File: config.mk
export PLATFORM = sky130hd
export DESIGN_NAME = if_fetch_queue_flat
export DESIGN_NICKNAME = d
export VERILOG_FILES = /design/src/rtl/if_fetch_queue_if.sv /design/src/rtl/if_fetch_queue.sv /design/src/flat_wrapper.sv
export SDC_FILE = /design/constraint.sdc
export NUM_CORES = 1
export LEC_CHECK = 0
export CAP_MARGIN = 20
export CORE_UTILIZATION = 38
export DETAILED_ROUTE_END_ITERATION = 16
export PLACE_DENSITY_LB_ADDON = 0.12
export REMOVE_ABC_BUFFERS = 1
export SLEW_MARGIN = 10
export SYNTH_ARGS = -nofsm -noshare
export SYNTH_HDL_FRONTEND = slang
export SYNTH_SLANG_ARGS = --single-unit
File: constraint.sdc
create_clock -name clk -period 4.4 [get_ports clk]
set_input_delay 1.1 -clock clk [delete_from_list [all_inputs] [get_ports clk]]
set_output_delay 1.1 -clock clk [all_outputs]
set_load 0.01 [all_outputs]
File: src/rtl/if_fetch_queue_if.sv
// Fetch-queue bundle: imem req/gnt/rvalid port,
// redirect from EX and head-word handoff to the compressed FSM.
interface if_fetch_queue_if;
  logic        o_imem_req;
  logic [63:0] o_imem_addr;
  logic        i_imem_gnt;
  logic        i_imem_rvalid;
  logic [31:0] i_imem_rdata;
  logic        i_redirect;
  logic [63:0] i_redirect_target;
  logic        i_incr_pc;
  logic        i_ex_ready;
  logic [31:0] o_instr;
  logic [63:0] o_if_pc;
  logic        o_valid;

  modport master (
    output o_imem_req,
    output o_imem_addr,
    input  i_imem_gnt,
    input  i_imem_rvalid,
    input  i_imem_rdata,
    input  i_redirect,
    input  i_redirect_target,
    input  i_incr_pc,
    input  i_ex_ready,
    output o_instr,
    output o_if_pc,
    output o_valid
  );

  modport slave (
    input  o_imem_req,
    input  o_imem_addr,
    output i_imem_gnt,
    output i_imem_rvalid,
    output i_imem_rdata,
    output i_redirect,
    output i_redirect_target,
    output i_incr_pc,
    output i_ex_ready,
    input  o_instr,
    input  o_if_pc,
    input  o_valid
  );
endinterface

File: src/rtl/if_fetch_queue.sv
// Instruction-fetch queue: word fetches, small FIFO,
// flush and stale-response discard on redirect.
module if_fetch_queue #(
  parameter logic [63:0] BOOT_ADDR = 64'h0,
  parameter int          DEPTH     = 2
) (
  input logic           clk,
  input logic           rst,
  if_fetch_queue_if.master bus
);

  localparam int CW = $clog2(DEPTH + 1);
  localparam int DW = CW + 1;
  localparam int PW = (DEPTH > 1) ? $clog2(DEPTH) : 1;
  localparam logic [63:0] BOOT_PC = {BOOT_ADDR[63:2], 2'b00};
  localparam logic [31:0] NOP = 32'h0000_0013;
  localparam logic [CW:0] LIMIT = (CW + 1)'(DEPTH);
  localparam logic [DW-1:0] DMAX = '1;

  logic [63:0]   fetch_pc_q, fetch_pc_d;
  logic [63:0]   head_pc_q, head_pc_d;
  logic [CW-1:0] count_q, count_d;
  logic [CW-1:0] outst_q, outst_d;
  logic [DW-1:0] discard_q, discard_d;
  logic [PW-1:0] rd_ptr_q, rd_ptr_d;
  logic [PW-1:0] wr_ptr_q, wr_ptr_d;
  logic [31:0]   mem_q [DEPTH];
  logic [31:0]   mem_d [DEPTH];

  logic          req;
  logic          fire;
  logic          push;
  logic          pop;
  logic          drop;
  logic [CW:0]   inflight;
  logic [DW:0]   pending;
  logic [63:0]   tgt_pc;

  // Handshake decode: request gating, push/pop/drop qualification.
  always_comb begin
    inflight = {1'b0, count_q} + {1'b0, outst_q};
    tgt_pc   = {bus.i_redirect_target[63:2], 2'b00};
    req      = !rst && !bus.i_redirect && (inflight < LIMIT);
    fire     = req && bus.i_imem_gnt;
    drop     = bus.i_imem_rvalid && (discard_q != '0);
    push     = bus.i_imem_rvalid && (discard_q == '0)
               && !bus.i_redirect;
    pop      = (count_q != '0) && bus.i_incr_pc
               && bus.i_ex_ready && !bus.i_redirect;
  end

  // Next-state: redirect flushes everything, else fire/push/pop.
  always_comb begin
    fetch_pc_d = fetch_pc_q;
    head_pc_d  = head_pc_q;
    count_d    = count_q;
    outst_d    = outst_q;
    discard_d  = discard_q;
    rd_ptr_d   = rd_ptr_q;
    wr_ptr_d   = wr_ptr_q;
    mem_d      = mem_q;
    pending    = '0;
    if (bus.i_redirect) begin
      fetch_pc_d = tgt_pc;
      head_pc_d  = tgt_pc;
      count_d    = '0;
      outst_d    = '0;
      rd_ptr_d   = '0;
      wr_ptr_d   = '0;
      // Everything already granted comes back stale; a
      // response landing now is one of them and is dropped.
      pending = {1'b0, discard_q} + (DW + 1)'(outst_q);
      if (bus.i_imem_rvalid && pending != '0)
        pending = pending - 1'b1;
      // Saturate for pathological back-to-back redirects.
      if (pending > {1'b0, DMAX})
        discard_d = DMAX;
      else
        discard_d = pending[DW-1:0];
    end else begin
      if (fire)
        fetch_pc_d = fetch_pc_q + 64'd4;
      if (drop)
        discard_d = discard_q - 1'b1;
      if (push) begin
        mem_d[wr_ptr_q] = bus.i_imem_rdata;
        wr_ptr_d = wr_ptr_q + PW'(1);
      end
      if (pop) begin
        rd_ptr_d  = rd_ptr_q + PW'(1);
        head_pc_d = head_pc_q + 64'd4;
      end
      unique case (1'b1)
        push && !pop: count_d = count_q + 1'b1;
        !push && pop: count_d = count_q - 1'b1;
        default:      count_d = count_q;
      endcase
      unique case (1'b1)
        fire && !push: outst_d = outst_q + 1'b1;
        !fire && push: outst_d = outst_q - 1'b1;
        default:       outst_d = outst_q;
      endcase
    end
  end

  // Control/bookkeeping registers with synchronous reset.
  always_ff @(posedge clk) begin
    if (rst) begin
      fetch_pc_q <= BOOT_PC;
      head_pc_q  <= BOOT_PC;
      count_q    <= '0;
      outst_q    <= '0;
      discard_q  <= '0;
      rd_ptr_q   <= '0;
      wr_ptr_q   <= '0;
    end else begin
      fetch_pc_q <= fetch_pc_d;
      head_pc_q  <= head_pc_d;
      count_q    <= count_d;
      outst_q    <= outst_d;
      discard_q  <= discard_d;
      rd_ptr_q   <= rd_ptr_d;
      wr_ptr_q   <= wr_ptr_d;
    end
  end

  // FIFO storage; contents are masked by count, so no reset.
  always_ff @(posedge clk) begin
    mem_q <= mem_d;
  end

  assign bus.o_imem_req  = req;
  assign bus.o_imem_addr = fetch_pc_q;
  assign bus.o_valid     = (count_q != '0);
  assign bus.o_instr     = (count_q != '0) ? mem_q[rd_ptr_q] : NOP;
  assign bus.o_if_pc     = head_pc_q;

endmodule
File: src/flat_wrapper.sv
// flat-port wrapper written by rule: the top's interface ports become plain ports
module if_fetch_queue_flat 
#(
  parameter logic [63:0] BOOT_ADDR = 64'h0,
  parameter int          DEPTH     = 2
)
  (clk, rst, bus_o_imem_req, bus_o_imem_addr, bus_i_imem_gnt, bus_i_imem_rvalid, bus_i_imem_rdata, bus_i_redirect, bus_i_redirect_target, bus_i_incr_pc, bus_i_ex_ready, bus_o_instr, bus_o_if_pc, bus_o_valid);
  if_fetch_queue_if bus_i ();
  input logic clk;
  input logic rst;
  output wire logic [$bits(bus_i.o_imem_req)-1:0] bus_o_imem_req;
  output wire logic [$bits(bus_i.o_imem_addr)-1:0] bus_o_imem_addr;
  input wire logic [$bits(bus_i.i_imem_gnt)-1:0] bus_i_imem_gnt;
  input wire logic [$bits(bus_i.i_imem_rvalid)-1:0] bus_i_imem_rvalid;
  input wire logic [$bits(bus_i.i_imem_rdata)-1:0] bus_i_imem_rdata;
  input wire logic [$bits(bus_i.i_redirect)-1:0] bus_i_redirect;
  input wire logic [$bits(bus_i.i_redirect_target)-1:0] bus_i_redirect_target;
  input wire logic [$bits(bus_i.i_incr_pc)-1:0] bus_i_incr_pc;
  input wire logic [$bits(bus_i.i_ex_ready)-1:0] bus_i_ex_ready;
  output wire logic [$bits(bus_i.o_instr)-1:0] bus_o_instr;
  output wire logic [$bits(bus_i.o_if_pc)-1:0] bus_o_if_pc;
  output wire logic [$bits(bus_i.o_valid)-1:0] bus_o_valid;
  assign bus_o_imem_req = bus_i.o_imem_req;
  assign bus_o_imem_addr = bus_i.o_imem_addr;
  assign bus_i.i_imem_gnt = bus_i_imem_gnt;
  assign bus_i.i_imem_rvalid = bus_i_imem_rvalid;
  assign bus_i.i_imem_rdata = bus_i_imem_rdata;
  assign bus_i.i_redirect = bus_i_redirect;
  assign bus_i.i_redirect_target = bus_i_redirect_target;
  assign bus_i.i_incr_pc = bus_i_incr_pc;
  assign bus_i.i_ex_ready = bus_i_ex_ready;
  assign bus_o_instr = bus_i.o_instr;
  assign bus_o_if_pc = bus_i.o_if_pc;
  assign bus_o_valid = bus_i.o_valid;
  if_fetch_queue #(.BOOT_ADDR(BOOT_ADDR), .DEPTH(DEPTH)) u_core (.clk(clk), .rst(rst), .bus(bus_i));
endmodule
==> results.py <==
metrics = {
    "drt": {
        "wl_mm": 36.3,
        "drt_iter0_drc": 895,
        "ant_nets": 0,
        "drcViolationCount": 0,
        "vias_per_cell": 5.76,
        "wl_per_cell_um": 20.4,
        "dr.pass1.iters": 5,
        "vias": 10200,
    },
    "synth": {
        "postSynthAreaPerCell_um2": 9.25,
        "synth_cell_types": 69,
        "synth_area_leaders": "dfxtp_1, edfxtp_1, mux2i_1",
        "synth_cells": 1155,
        "synth-seq-area-share_pct": 42.9,
        "synth_top_cell_by_area": "dfxtp_1",
        "yosysWarnings": 0,
        "synth.most_common_cell": "dfxtp_1",
        "synth_edf_count": 64,
        "ys_seq_elements": 197,
        "synth_commonest_cells": "dfxtp_1, nor2_1, nand2_1",
        "synthArstFlopShare_pct": 0,
        "syn_area_um2": 10700,
        "yosysTopAreaCellShare_pct": 24.9,
        "synthFlopType": "dfxtp_1",
    },
    "worst_setup_path": {
        "path_max_fanout": 2,
        "critPathLaunchType": "primary input",
        "crit_type": "in -> out",
        "critPathRequiredTime_ns": 3.30,
        "r2r-start": "u_core.count_q[0]",
        "rr_endpoint": "u_core.bus.o_imem_addr[39]",
        "crit_path_end": "bus_o_imem_req",
        "reg2regPathDepth": 7,
        "endpoint_kind": "output port",
        "reg2reg_slack_ns": 0.71,
        "cp.arrival_ns": 2.65,
        "crit_path_start": "rst",
    },
    "global_route": {
        "grt_pass1_vias": 9368,
        "grt_pass1_wl_mm": 54.6,
        "grt_max_degree": 71,
        "globalRouteTotalUtil_pct": 24.9,
        "grt-ovfl-total": 0,
        "antenna_found_initial": 0,
    },
    "finish": {
        "fillers": 2553,
        "diodes": 0,
        "final_util_pct": 51.7,
        "drive_gt1_share_pct": 5.85,
        "syn_to_final_growth_pct": 33.9,
        "nNetsFinal": 1502,
    },
    "power_and_ir_drop": {
        "pwr-share-clk_pct": 37.3,
        "p_leak_nw": 4.68,
        "p_seq_share_pct": 47.0,
        "p_per_area_nw_per_um2": 316,
        "p_comb_share_pct": 15.7,
        "p_int_w": 0.00317,
        "peakVddDrop_v": 0.000267,
        "sw_frac_of_total_pct": 29.8,
        "switchingPower_w": 0.00135,
    },
    "timing": {
        "finalHoldViolations": 0,
        "post-route-period-util_pct": 85.3,
        "clock.fmax_mhz": 266,
        "drv_slew": 0,
        "grt_setup_unrepaired": "false",
        "min_period_ns": 3.75,
        "finClkSkew_ns": 0.0163,
        "relSlewSlack_pct": 47.7,
        "worst_pin_slew_ns": 0.778,
        "setup_viol": 0,
        "fin_setup_tns_ns": 0,
    },
    "placement": {
        "place.gp.congestion": 0.945,
        "io_buffers": 258,
        "hpwl_mm": 26.7,
    },
    "clock_network": {
        "post_cts_resized": 0,
        "clk_path_buf_depth": 2,
        "cts-root-buf": "clkbuf_16",
        "cts.sinks": 197,
        "hold_buffers": 0,
        "worstSkewPairLatency_ns": 0.45,
        "cts_buffers": 17,
        "clk_pin_slew_worst_paths_ns": 0.08,
        "tritoncts": "built",
        "post-cts-setup-buffers": 0,
        "ctsHtreeMaxLevel": 4,
    },
    "die": {
        "coreArea_um2": 27700,
        "dieArea_um2": 28800,
        "start_util_pct": 38.6,
        "die_h_um": 170,
        "fp-row-count": 61,
        "fp.dieW_um": 170,
        "num_io_pins": 265,
    },
    "flow_run": {
        "max_cap_viol_count": 0,
    },
    "worst_hold_path": {
        "hp-class": "reg -> reg",
    },
    "outcome": {
        "run_status": "finished clean",
    },
}
## how the worst min path moves through the flow
stage	start	to	slack [ns]	cells after the start
2_1_floorplan	u_core.wr_ptr_q	u_core.wr_ptr_q	0.50	2
3_3_place_gp	u_core.bus.o_if_pc[37]	u_core.bus.o_if_pc[37]	0.51	2
3_5_place_dp	u_core.bus.o_if_pc[37]	u_core.bus.o_if_pc[37]	0.52	2
4_1_cts	u_core.bus.o_if_pc[37]	u_core.bus.o_if_pc[37]	0.54	2
5_1_grt	u_core.bus.o_imem_addr[39]	u_core.bus.o_imem_addr[39]	0.58	2
6_report	u_core.bus.o_imem_addr[3]	u_core.bus.o_imem_addr[3]	0.54	2
## through the flow
| step | hold slack [ns] | instance area [um2] | std cells | setup WS [ns] | total power, W |
|---|---|---|---|---|---|
| 3_5_place_dp | 0.524 | 13700 | 1747 | 0.385 | 0.00287 |
| 3_3_place_gp | 0.507 | 13700 | 1747 | 0.464 | 0.00286 |
| 5_1_grt | 0.581 | 14300 | 1779 | 0.584 | 0.00470 |
| 2_1_floorplan | 0.498 | 10400 | 1084 | 0.0964 | 0.00244 |
| 6_report | 0.535 | 14300 | 1779 | 0.647 | 0.00452 |
| 4_1_cts | 0.539 | 14300 | 1779 | 0.623 | 0.00454 |
## placed cells by master (no fill, tap or decap), drive strengths merged, types with 7 or more instances in the layout
master and instances:
o21a 42, a21oi 20, o211ai 12, nand3 60
nand4 52, nand2 80, a311oi 12, dfxtp 133
xor2 31, and2 9, edfxtp 64, o31a 17
xnor2 33, or3 18, and3 39, nor4 31
o31ai 12, and4 24, a211oi 17, buf 28
a31oi 18, clkbuf 17, nor4b 7, o21ai 28
mux2i 38, ha 9, a21boi 43, clkdlybuf4s50 257
inv 36, nor3 37, or4 20, nor2 83
## layer usage
layer	global-route usage [%]	wire (um)
met5	0	0
met4	7.56	749
met3	6.32	3060
met2	39.4	16500
met1	33.3	16000
## cells by family (layout without fill, tap and decap cells)
kind of cell | after synthesis | count (layout) | share of synthesized area (%)
and+or+nand+nor | 490 | 490 | 25.6
other | 1 | 4 | 0.0351
muxes | 39 | 39 | 3.66
DFF | 197 | 197 | 42.9
adders and majority gates | 11 | 11 | 1.43
xor gates and xnor gates | 64 | 64 | 5.24
buffers and inverters | 98 | 341 | 3.69
AOI/OAI and AO/OA | 255 | 255 | 17.4
## final cells by class
cell class	instances	area, um2	share of cell area (%)
sequential	197	4590	32.0
clock inverter	15	214	1.49
inverter	24	92.6	0.647
timing repair buffer	285	2780	19.4
clock buffer	17	425	2.97
multi-input combinational	863	5740	40.1
tap	378	473	3.30
## power groups by stage
stage	Sequential, W	Clock [W]	Combinational (W)
3_3_place_gp	0.00216	0	0.000700
4_1_cts	0.00212	0.00171	0.000713
5_1_grt	0.00214	0.00179	0.000769
6_report	0.00212	0.00169	0.000709
3_5_place_dp	0.00216	0	0.000708
2_1_floorplan	0.00216	0	0.000282
## state kept, by name, summed over array words and instances (netlist names)
signal / count
u_core.discard_q: 3
u_core.bus.o_if_pc: 62
u_core.outst_q: 2
u_core.count_q: 2
u_core.bus.o_imem_addr: 62
u_core.rd_ptr_q: 1
u_core.wr_ptr_q: 1
u_core.mem_q: 64
## worst max-delay path, cell delays in order
cell             delay, ns
clkdlybuf4s50_1       0.41
or2_2                 0.37
nor3_1                0.16
clkdlybuf4s50_1       0.61
Note: power is estimated with default switching activity, not from simulation.
